==> config.mk <==
export PLATFORM = sky130hd
export DESIGN_NAME = ccb_cmd_gen_flat
export DESIGN_NICKNAME = d
export VERILOG_FILES = /design/src/rtl/ccb_cmd_gen_if.sv /design/src/rtl/ccb_cmd_gen.sv /design/src/flat_wrapper.sv
export SDC_FILE = /design/constraint.sdc
export NUM_CORES = 1
export LEC_CHECK = 0
export CORE_MARGIN = 4
export CORE_UTILIZATION = 35
export CTS_CLUSTER_DIAMETER = 120
export DETAILED_ROUTE_END_ITERATION = 8
export PLACE_DENSITY = 0.65
export SYNTH_ARGS = -nofsm -noshare
export SYNTH_HDL_FRONTEND = slang
export SYNTH_SLANG_ARGS = --single-unit
==> constraint.sdc <==
create_clock -name clk -period 2.9 [get_ports clk]
set_input_delay 0.58 -clock clk [delete_from_list [all_inputs] [get_ports clk]]
set_output_delay 0.58 -clock clk [all_outputs]
set_load 0.01 [all_outputs]
==> src/rtl/ccb_cmd_gen_if.sv <==
// CCB command bus plus one-shot request lines.
// The transmitter takes the slave side.
interface ccb_cmd_gen_if;
  logic       req_l1reset;
  logic       req_start;
  logic       req_stop;
  logic       req_user;
  logic [5:0] user_cmd;
  logic [5:0] ccb_cmd;
  logic       ccb_cmd_strobe;
  logic       ccb_bc0;
  logic       busy;
  logic       dropped;

  modport master (
    output req_l1reset, req_start, req_stop,
    output req_user, user_cmd,
    input  ccb_cmd, ccb_cmd_strobe, ccb_bc0,
    input  busy, dropped
  );

  modport slave (
    input  req_l1reset, req_start, req_stop,
    input  req_user, user_cmd,
    output ccb_cmd, ccb_cmd_strobe, ccb_bc0,
    output busy, dropped
  );
endinterface

==> src/rtl/ccb_cmd_gen.sv <==
// Test-side CCB command transmitter: orbit counter,
// scheduled BC0 and arbitrated one-shot commands.
module ccb_cmd_gen #(
  parameter int unsigned CMD_GAP = 2
) (
  input  logic          clk,
  input  logic          hard_rst,
  input  logic          lhc_cycle_sel,
  input  logic          enable,
  input  logic          bc0_en,
  output logic [11:0]   orbit_bxn,
  output logic [15:0]   orbit_count,
  ccb_cmd_gen_if.slave  bus
);

  localparam logic [3:0] GAP = 4'(CMD_GAP);

  logic       f_stop;
  logic       f_l1;
  logic       f_start;
  logic       f_user;
  logic [5:0] ucode;
  logic [3:0] gap;

  logic [11:0] last_bx;
  logic        wrap;
  logic        bc0_go;
  logic        can;
  logic        iss_stop;
  logic        iss_l1;
  logic        iss_start;
  logic        iss_user;
  logic [5:0]  nxt_cmd;
  logic        nxt_stb;

  assign bus.busy = f_stop | f_l1 | f_start | f_user;

  // Wrap detection and priority pick for the next slot.
  always_comb begin
    last_bx = lhc_cycle_sel ? 12'd3563 : 12'd923;
    wrap    = enable && (orbit_bxn >= last_bx);
    bc0_go  = wrap && bc0_en;
    can     = !bc0_go && (gap == 4'd0);
    iss_stop  = can && f_stop;
    iss_l1    = can && !f_stop && f_l1;
    iss_start = can && !f_stop && !f_l1 && f_start;
    iss_user  = can && !f_stop && !f_l1
                && !f_start && f_user;
    nxt_cmd = 6'd0;
    nxt_stb = 1'b0;
    unique case (1'b1)
      bc0_go: begin
        nxt_cmd = 6'd1;
        nxt_stb = 1'b1;
      end
      iss_stop: begin
        nxt_cmd = 6'd7;
        nxt_stb = 1'b1;
      end
      iss_l1: begin
        nxt_cmd = 6'd3;
        nxt_stb = 1'b1;
      end
      iss_start: begin
        nxt_cmd = 6'd6;
        nxt_stb = 1'b1;
      end
      iss_user: begin
        nxt_cmd = ucode;
        nxt_stb = 1'b1;
      end
      default: ;
    endcase
  end

  // Orbit counter, pending flags, gap and bus registers.
  always_ff @(posedge clk) begin
    if (hard_rst) begin
      orbit_bxn          <= '0;
      orbit_count        <= '0;
      bus.ccb_cmd        <= '0;
      bus.ccb_cmd_strobe <= 1'b0;
      bus.ccb_bc0        <= 1'b0;
      bus.dropped        <= 1'b0;
      f_stop             <= 1'b0;
      f_l1               <= 1'b0;
      f_start            <= 1'b0;
      f_user             <= 1'b0;
      ucode              <= '0;
      gap                <= '0;
    end else begin
      if (wrap) begin
        orbit_bxn   <= '0;
        orbit_count <= orbit_count + 16'd1;
      end else if (enable) begin
        orbit_bxn <= orbit_bxn + 12'd1;
      end
      bus.ccb_cmd        <= nxt_cmd;
      bus.ccb_cmd_strobe <= nxt_stb;
      bus.ccb_bc0        <= bc0_go;
      // a request in its own issue cycle re-arms
      f_stop  <= bus.req_stop
                 | (f_stop & ~iss_stop);
      f_l1    <= bus.req_l1reset
                 | (f_l1 & ~iss_l1);
      f_start <= bus.req_start
                 | (f_start & ~iss_start);
      f_user  <= bus.req_user
                 | (f_user & ~iss_user);
      bus.dropped <=
        (bus.req_stop    & f_stop  & ~iss_stop)
        | (bus.req_l1reset & f_l1    & ~iss_l1)
        | (bus.req_start   & f_start & ~iss_start)
        | (bus.req_user    & f_user  & ~iss_user);
      if (bus.req_user && (!f_user || iss_user))
        ucode <= bus.user_cmd;
      if (nxt_stb)
        gap <= GAP;
      else if (gap != 4'd0)
        gap <= gap - 4'd1;
    end
  end

endmodule

==> src/flat_wrapper.sv <==
// flat-port wrapper written by rule: the top's interface ports become plain ports
module ccb_cmd_gen_flat 
#(
  parameter int unsigned CMD_GAP = 2
)
  (clk, hard_rst, lhc_cycle_sel, enable, bc0_en, orbit_bxn, orbit_count, bus_req_l1reset, bus_req_start, bus_req_stop, bus_req_user, bus_user_cmd, bus_ccb_cmd, bus_ccb_cmd_strobe, bus_ccb_bc0, bus_busy, bus_dropped);
  ccb_cmd_gen_if bus_i ();
  input  logic clk;
  input  logic hard_rst;
  input  logic lhc_cycle_sel;
  input  logic enable;
  input  logic bc0_en;
  output logic [11:0] orbit_bxn;
  output logic [15:0] orbit_count;
  input wire logic [$bits(bus_i.req_l1reset)-1:0] bus_req_l1reset;
  input wire logic [$bits(bus_i.req_start)-1:0] bus_req_start;
  input wire logic [$bits(bus_i.req_stop)-1:0] bus_req_stop;
  input wire logic [$bits(bus_i.req_user)-1:0] bus_req_user;
  input wire logic [$bits(bus_i.user_cmd)-1:0] bus_user_cmd;
  output wire logic [$bits(bus_i.ccb_cmd)-1:0] bus_ccb_cmd;
  output wire logic [$bits(bus_i.ccb_cmd_strobe)-1:0] bus_ccb_cmd_strobe;
  output wire logic [$bits(bus_i.ccb_bc0)-1:0] bus_ccb_bc0;
  output wire logic [$bits(bus_i.busy)-1:0] bus_busy;
  output wire logic [$bits(bus_i.dropped)-1:0] bus_dropped;
  assign bus_i.req_l1reset = bus_req_l1reset;
  assign bus_i.req_start = bus_req_start;
  assign bus_i.req_stop = bus_req_stop;
  assign bus_i.req_user = bus_req_user;
  assign bus_i.user_cmd = bus_user_cmd;
  assign bus_ccb_cmd = bus_i.ccb_cmd;
  assign bus_ccb_cmd_strobe = bus_i.ccb_cmd_strobe;
  assign bus_ccb_bc0 = bus_i.ccb_bc0;
  assign bus_busy = bus_i.busy;
  assign bus_dropped = bus_i.dropped;
  ccb_cmd_gen #(.CMD_GAP(CMD_GAP)) u_core (.clk(clk), .hard_rst(hard_rst), .lhc_cycle_sel(lhc_cycle_sel), .enable(enable), .bc0_en(bc0_en), .orbit_bxn(orbit_bxn), .orbit_count(orbit_count), .bus(bus_i));
endmodule
# == Yosys cells after proc, flatten, opt, wreduce, memory -nomap -nowiden ==
# Cells that the tools add are included.
# word_totals
register_bits,51
elab_cells,71
# op_classes
n_addsub,3
n_lt_le_gt_ge,1
n_mux,5
bitwise,26
n_reduce_logical,23
# op_table
cell,count
6-bit one-hot mux with 5 select lines,1
16-bit by 1-bit adder with 16-bit output (second input constant),1
12-bit by 1-bit adder with 12-bit output (second input constant),1
1-bit AND,12
12-bit greater-or-equal comparator,1
12-bit 2-to-1 mux,1
1-bit logical AND,11
1-bit bitwise OR,10
1-bit logical NOT,5
5-bit OR reduction,1
4-bit logical NOT,1
2-bit 2-to-1 mux,2
1-bit NOT,4
4-bit nonzero test,1
2-bit OR reduction,2
4-bit by 1-bit subtractor with 4-bit output (second input constant),1
2-bit nonzero test,1
1-bit logical OR,1
1-bit 2-to-1 mux,1

# == Depth between registers and ports, before layout ==
# Gate-level depths: netlist of run 1.
# logic_depth
word_depth,13
ltp_mapped,10
ltp_nobuf,8

# == Worst setup path after synthesis of run 1 ==
# Ideal clock, no wire load.
# synth_path
kind,input to register
startpoint,input port lhc_cycle_sel
endpoint,register u_core.orbit_count[10]
setup_ps,116
arrival_time_ps,2249
t_required_ps,2784
path_slack_ps,534
cell_stages,9
n_path_buf,1
cell_sequence,inv_1 ha_1 and2_4 nand4_1 a21o_1 buf_6 a211oi_4 a311oi_1 a41o_1
# synth_via
elab_chain_cells,3
# synth_lines
item,line_no,text
"start, declared",flat_wrapper.sv:10,input logic lhc_cycle_sel;
12-bit 2-to-1 mux,ccb_cmd_gen.sv:40,last_bx = lhc_cycle_sel ? 12'd3563 : 12'd923;
12-bit greater-or-equal comparator,ccb_cmd_gen.sv:41,wrap = enable && (orbit_bxn >= last_bx);
1-bit logical AND,ccb_cmd_gen.sv:41,
"end signal, assigned",ccb_cmd_gen.sv:94,orbit_count <= orbit_count + 16'd1;
"end, declared",ccb_cmd_gen.sv:12,"output logic [15:0] orbit_count,"
# Every way passes these cells.
# A chain may end at the register's enable or synchronous reset.

# == Worst setup path after layout of run 1 ==
# Same ends and word-level chain as after synthesis.

==> metrics.md, run 1 <==
| Metric | Value |
|---|---|
| Remaining DRCs | `0` |
| Multi-input gate area | `1340 um^2` |
| Avg Inst Size Synth | `8.99 um^2` |
| Post-CTS Resized | `0` |
| Initial Util | `36.0%` |
| Syn Nets | `295` |
| Iteration count of the initial detailed-routing pass | `4` |
| Commonest non-fill, non-tap cell in the layout | `clkdlybuf4s50_1` |
| Top delay family on crit path | `compound AO/OA/AOI/OAI gates` |
| Inserted Clock Buffers | `5` |
| PwrDens | `459 nW/um^2` |
| Clk_lat worst skew | `0.30 ns` |
| Arrival time worst endpoint | `2.81 ns` |
| Area after DPL | `3160 um^2` |
| Commonest cells after routing, fill and taps aside | `52 x clkdlybuf4s50_1, 51 x dfxtp_1, 45 x nor2_1, 18 x o21ai_0, 15 x xnor2_1` |
| Crit share post-route | `89.8%` |
| Status | `finished clean` |
| Slew margin rel. | `61.5%` |
| Primary FF master, synth | `dfxtp_1` |
| FF/Latch Area | `1020 um^2` |
| Critical path's slowest cell | `clkdlybuf4s50_1` |
| Critical Path, Cell by Cell | `clkdlybuf4s50_1, inv_1, ha_1, and2_4, nand4_1, a21o_1, buf_12, a211oi_4, a311oi_1, a41o_1` |
| IO Count | `53` |
| Die area | `8390 um^2` |
| Final instance area | `3300 um^2` |
| Number of hold buffers added after cts | `0` |
| Final setup fails | `0` |
| Pin count of the biggest net entering global routing | `25` |
| Area grow syn2layout | `34.8%` |
| Final worst slack | `0.295 ns` |
| Cell variety after synth | `49` |
| Worst Path Max Fanout | `10` |
| NumNets Final | `359` |
| Worst slew pin tran | `0.572 ns` |
| Part of the Yosys area used for sequential elements | `41.7%` |
| Clk buf depth | `2` |
| Critical Path RT | `3.10 ns` |
| Clk root buf | `clkbuf_8` |
| Max-cap violations | `0` |
| Setup bufs post-CTS | `0` |
| Vias in the first global route | `2007` |
| Mapped Area | `2450 um^2` |
| Synth Warn # | `0` |
| Compound-Gate Fraction of Synth Area | `19.5%` |
| Pleak | `1.18 nW` |
| Unrepaired setup endpoints after global routing | `false` |
| Final Max Slew Viols | `0` |
| XOR/XNOR share of the synthesized area | `7.16%` |
| CTS H-Tree Depth | `2` |
| Largest family of logic cells by synthesized area | `simple AND/OR/NAND/NOR gates` |
| Final hold vios | `0` |
| Routed wire per std cell | `11.8 um` |
| Buffer and inverter count on the worst path | `3` |
| Post-Synth Adder-Cell Area | `4.09%` |
| Clock sinks | `51` |
| Filler Cell Count | `674` |
| Tot GR Track Use | `12.6%` |
| Max incr delay on CP | `0.48 ns` |
| Nature of the critical path endpoint | `flop` |
| Asr flop ratio synth | `0%` |
| Global-route wire length before repair | `8890 um` |
| Worst setup SP type | `input port` |
| #FFs+latches synth | `51` |
| Final hold slack | `0.457 ns` |
| Ant. Diodes | `0` |
| Ratio of cells with drive above 1 in the final layout | `11.0%` |
| Antenna viol nets, final | `0` |
| TritonCTS clock tree | `yes` |
| Pre-CTS setup slack | `-0.0456 ns` |
| Fmax | `384 MHz` |
| Minimum clock period | `2.61 ns` |
| Clock skew | `0.00854 ns` |
| Rows | `30` |
| Clock-pin slew on the worst setup and hold paths | `0.10 ns` |
| Antenna violations before repair | `0` |
| Placed Cells | `425` |
| Vias | `2095` |
| Core area | `6790 um^2` |
| DR vias/cell | `4.84` |
| Maximum vdd drop | `0.235 mV` |
| Non-filler cells in the finished layout | `433` |
| Simple-gate share of the synthesized area | `22.7%` |
| Initial DRC count | `57` |
| Post-synth EDFFs | `0` |
| Hpwl dp | `3920 um` |
| GPL Wtd Cong | `0.809` |
| Die width | `91.6 um` |
| CP Class | `in -> reg` |
| Total routed wirelength | `5120 um` |
| Remaining global-route overflow | `0` |
| Multiplexer share of the synthesized area | `1.28%` |
| Die Ht | `91.6 um` |
| Port bufs | `52` |
| Mapped Cells | `272` |
| Worst hold path class | `reg -> reg` |
## metal layers
layer / up-vias / track usage, % / part of all wire (%)
met2: 43 / 20.9 / 46
met3: 5 / 2.90 / 4.4
met5: - / 0 / 0
met4: 0 / 4.15 / 1.0
li1: 1078 / - / -
met1: 969 / 16.1 / 48
## Yosys cell counts, types with 2 or more instances
master / n / area share [%]
a31o_2: 2 / 0.72
nor4_1: 2 / 0.51
and2_1: 3 / 0.77
nor3_1: 2 / 0.41
o21a_1: 2 / 0.61
a21o_1: 2 / 0.61
ha_1: 8 / 4.1
or3_1: 3 / 0.77
nand2b_1: 9 / 2.3
nand3b_1: 2 / 0.61
nor2_1: 45 / 6.9
and3_1: 3 / 0.77
inv_1: 7 / 1.1
a21oi_1: 12 / 2.5
a2111oi_2: 4 / 2.5
nand3_1: 9 / 1.8
clkbuf_1: 6 / 0.92
dfxtp_1: 51 / 42
xnor2_1: 15 / 5.4
nand2_1: 14 / 2.1
buf_2: 2 / 0.41
mux2i_1: 2 / 0.82
o21ai_0: 18 / 3.7
xor2_1: 5 / 1.8
nand4_1: 8 / 2.0
a211oi_4: 2 / 1.6
or4_1: 2 / 0.61
buf_6: 2 / 0.92
a211oi_1: 3 / 0.92
nor2b_1: 8 / 2.0
## sequential cells by signal, indices dropped and copies added, names as in the netlist
register and flops:
u_core.bus.ccb_bc0 1, u_core.bus.ccb_cmd 6, u_core.bus.ccb_cmd_strobe 1, u_core.bus.dropped 1
u_core.f_l1 1, u_core.f_start 1, u_core.f_stop 1, u_core.f_user 1
u_core.gap 4, u_core.orbit_bxn 12, u_core.orbit_count 16, u_core.ucode 6
## final cells by class
class,instances,area share (%)
Clock buffer,5,2.09
Clock inverter,3,2.16
Inverter,8,0.911
Multi-Input combinational cell,203,40.6
Sequential cell,51,31.0
Tap cell,96,3.64
Timing Repair Buffer,67,19.6
## path summary, 6_finish.rpt
| check | from | end | slack (ns) | cells past startpoint |
|---|---|---|---|---|
| hold / removal | u_core.ucode[4]$_SDFFE_PP0P_ | u_core.bus.ccb_cmd[4]$_SDFF_PP0_ | 0.46 | 1 |
| setup / recovery | lhc_cycle_sel | u_core.orbit_count[10]$_SDFFE_PP0N_ | 0.29 | 10 |
| setup reg to reg | u_core.orbit_bxn[6]$_SDFFE_PP0P_ | u_core.orbit_count[10]$_SDFFE_PP0N_ | 0.75 | 8 |
| hold reg to reg | u_core.ucode[4]$_SDFFE_PP0P_ | u_core.bus.ccb_cmd[4]$_SDFF_PP0_ | 0.46 | 1 |
## stage by stage
stage | util, % | total power [mW] | TNS [ns]
after floorplan | - | 0.860 | 0
after global placement | 46.5 | 0.936 | -0.00630
after detailed placement | 46.5 | 0.938 | -0.228
after CTS | 48.5 | 1.53 | 0
after global routing | 48.5 | 1.59 | 0
final | 48.5 | 1.51 | 0
## report_power, final
group          internal, mW  switching, mW
combinational        0.0869         0.0844
sequential            0.727         0.0228
clock                 0.350          0.241
## logic make-up after synthesis
logic type | count (synthesis)
adders and majority gates | 8
xor gates and xnor gates | 20
and+or+nand+nor | 113
buffers and inverters | 18
muxes | 3
AOI/OAI and AO/OA | 59
DFF | 51
(Power assumes the default switching activity.)
==> run 2, diff against run 1 <==
--- a/config.mk
+++ b/config.mk
@@ -5,11 +5,11 @@
 export SDC_FILE = /design/constraint.sdc
 export NUM_CORES = 1
 export LEC_CHECK = 0
+export CAP_MARGIN = 20
 export CORE_MARGIN = 4
 export CORE_UTILIZATION = 35
 export CTS_CLUSTER_DIAMETER = 120
 export DETAILED_ROUTE_END_ITERATION = 8
-export PLACE_DENSITY = 0.65
 export SYNTH_ARGS = -nofsm -noshare
 export SYNTH_HDL_FRONTEND = slang
 export SYNTH_SLANG_ARGS = --single-unit
==> metrics.md, run 2 (synthesis gave the netlist of run 1 again) <==
| Metric | Value |
|---|---|
| Antenna violations before repair | `0 (unchanged)` |
| Tot GR Track Use | `13.1% (+0.51 points)` |
| Reg2reg start | `u_core.orbit_bxn[6]$_SDFFE_PP0P_` |
| TritonCTS clock tree | `yes` |
| Hpwl dp | `3870 um (-1.3%)` |
| FF/Latch Area | `1020 um^2 (unchanged)` |
| CP Launch Point | `lhc_cycle_sel` |
| Post-CTS Resized | `0 (unchanged)` |
| Maximum vdd drop | `0.251 mV (+7.0%)` |
| Worst Path Max Fanout | `10 (unchanged)` |
| Die width | `91.6 um (unchanged)` |
| Largest register FFs | `16 (unchanged)` |
| Global-route wire length before repair | `9140 um (+2.7%)` |
| Pin count of the biggest net entering global routing | `26 (+4.0%)` |
| Final hold vios | `0 (unchanged)` |
| Vias in the first global route | `2036 (+1.4%)` |
| DR vias/cell | `4.72 (-2.4%)` |
| Die area | `8390 um^2 (unchanged)` |
| Pleak | `1.17 nW (-0.77%)` |
| Clock skew | `0.00614 ns (-0.00239 ns)` |
| Unrepaired setup endpoints after global routing | `false` |
| Path depth of the worst reg2reg path | `8 (unchanged)` |
| Crit share post-route | `90.4% (+0.60 points)` |
| Inserted Clock Buffers | `5 (unchanged)` |
| Slew margin rel. | `57.1% (-4.4 points)` |
| Remaining global-route overflow | `0 (unchanged)` |
| Vias | `2050 (-2.1%)` |
| RR Endpoint | `u_core.orbit_count[10]$_SDFFE_PP0N_` |
| Initial Util | `36.0% (unchanged)` |
| Ratio of cells with drive above 1 in the final layout | `11.2% (+0.26 points)` |
| Commonest non-fill, non-tap cell in the layout | `clkdlybuf4s50_1` |
| Final setup fails | `0 (unchanged)` |
| Worst slew pin tran | `0.638 ns (+0.0657 ns)` |
| Critical Path RT | `3.10 ns (about the same)` |
| Arrival time worst endpoint | `2.82 ns (about the same)` |
| Placed Cells | `427 (+0.47%)` |
| Status | `finished clean` |
| Port bufs | `52 (unchanged)` |
| Non-filler cells in the finished layout | `434 (+0.23%)` |
| Multi-input gate area | `1340 um^2 (unchanged)` |
| Iteration count of the initial detailed-routing pass | `5 (+1)` |
| CP Class | `in -> reg` |
| Total routed wirelength | `5190 um (+1.3%)` |
| Number of hold buffers added after cts | `0 (unchanged)` |
| Area grow syn2layout | `34.0%` |
| IO Count | `53 (unchanged)` |
| Nature of the critical path endpoint | `flop` |
| Core area | `6790 um^2 (unchanged)` |
| Commonest cells after routing, fill and taps aside | `52 x clkdlybuf4s50_1, 51 x dfxtp_1, 45 x nor2_1, 18 x o21ai_0, 16 x buf_4` |
| Ant. Diodes | `0 (unchanged)` |
| NumNets Final | `361 (+0.56%)` |
| Initial DRC count | `59 (+3.5%)` |
| Clk buf depth | `2 (unchanged)` |
| PwrDens | `427 nW/um^2 (-6.9%)` |
| Fmax | `381 MHz (-0.66%)` |
| Max incr delay on CP | `0.48 ns (about the same)` |
| R2r setup slk | `0.75 ns (about the same)` |
| Antenna viol nets, final | `0 (unchanged)` |
| Max-cap violations | `0 (unchanged)` |
| Top flop regs | `u_core.orbit_count: 16 flops, u_core.orbit_bxn: 12 flops` |
| Final Max Slew Viols | `0 (unchanged)` |
| Biggest register | `u_core.orbit_count` |
| Remaining DRCs | `0 (unchanged)` |
| Die Ht | `91.6 um (unchanged)` |
| HP Start | `u_core.ucode[4]$_SDFFE_PP0P_` |
| Setup bufs post-CTS | `0 (unchanged)` |
| Worst hold path class | `reg -> reg` |
| CP Capture Point | `u_core.orbit_count[10]$_SDFFE_PP0N_` |
| Clock sinks | `51 (unchanged)` |
| Clk root buf | `clkbuf_8` |
| GPL Wtd Cong | `0.780 (-3.5%)` |
| Critical path's slowest cell | `clkdlybuf4s50_1` |
| Clk_lat worst skew | `0.30 ns (about the same)` |
| Setup TNS | `0 ns (unchanged)` |
| Worst setup SP type | `input port` |
| Critical Path, Cell by Cell | `clkdlybuf4s50_1, inv_1, ha_1, and2_4, nand4_1, a21o_1, buf_12, a211oi_4, a311oi_1, a41o_1` |
| CTS H-Tree Depth | `2 (unchanged)` |
| Clock-pin slew on the worst setup and hold paths | `0.09 ns (about the same)` |
| Rows | `30 (unchanged)` |
| Minimum clock period | `2.62 ns (+0.0173 ns)` |
| Filler Cell Count | `653 (-3.1%)` |
| Routed wire per std cell | `12.0 um (+1.1%)` |
## run 2: changes by cell type in the layout (fill, tap and decap cells not counted), sizes merged
| cell | before | now |
|---|---|---|
| buf | 15 | 17 |
| bufinv | 2 | 1 |
| clkinvlp | 0 | 1 |
| inv | 8 | 7 |
## run 2: power by group
group | internal [mW] | total [mW] | switching, mW
logic | 0.0870 | 0.171 | 0.0841
registers | 0.727 | 0.749 | 0.0221
clock network | 0.252 | 0.480 | 0.227
total | 1.07 | 1.40 | 0.334
## run 2: worst min-delay path by stage
| stage | end | slack, ns | cells past startpoint |
|---|---|---|---|
| after detailed placement | u_core.bus.ccb_cmd[4]$_SDFF_PP0_ | 0.44 | 1 |
| after CTS | u_core.bus.ccb_cmd[4]$_SDFF_PP0_ | 0.46 | 1 |
| final | u_core.bus.ccb_cmd[4]$_SDFF_PP0_ | 0.46 | 1 |
| after floorplan | u_core.bus.ccb_cmd[3]$_SDFF_PP0_ | 0.42 | 1 |
| after global placement | u_core.bus.ccb_cmd[4]$_SDFF_PP0_ | 0.44 | 1 |
| after global routing | u_core.bus.ccb_cmd[4]$_SDFF_PP0_ | 0.49 | 1 |
## run 2: stage by stage
stage / hold WS, ns / total power, mW / setup WS (ns) / utilization [%] / cell area, um^2
2_1_floorplan: 0.421 / 0.860 / 0.534 / - / 2450
3_3_place_gp: 0.440 / 0.936 / -0.00304 / 46.7 / 3170
3_5_place_dp: 0.437 / 0.938 / -0.0437 / 46.7 / 3170
4_1_cts: 0.462 / 1.43 / 0.263 / 48.3 / 3280
5_1_grt: 0.488 / 1.48 / 0.132 / 48.3 / 3280
6_report: 0.455 / 1.40 / 0.277 / 48.3 / 3280
## run 2: cell type report
type	instances	area share, %
well taps	96	3.66
clock buffers	5	2.10
inverters	8	0.916
repair buffers	69	20.2
flip-flops and latches	51	31.1
multi-input cells	203	40.9
clock inverters	2	1.15
## run 2: worst max-delay path, delay by kind of cell
kind	cells	cell delay (ns)
buf+inv	3	0.73
fa+ha+maj	1	0.31
compound gates	4	0.90
simple gates	2	0.28
## run 2: routing by layer
| layer | vias to the layer above | global-route usage (%) | part of all wire [%] |
|---|---|---|---|
| met5 | - | 0 | 0 |
| met4 | 0 | 4.15 | 0.96 |
| met3 | 5 | 3.40 | 4.3 |
| met2 | 36 | 22.2 | 47 |
| met1 | 925 | 16.2 | 48 |
| li1 | 1084 | - | - |
==> run 3, diff against run 2 <==
--- a/config.mk
+++ b/config.mk
@@ -5,6 +5,7 @@
 export SDC_FILE = /design/constraint.sdc
 export NUM_CORES = 1
 export LEC_CHECK = 0
+export ABC_AREA = 0
 export CAP_MARGIN = 20
 export CORE_MARGIN = 4
 export CORE_UTILIZATION = 35
==> results of run 3 <==
Same layout as run 2: the final DEF is identical, and so are final timing and power.
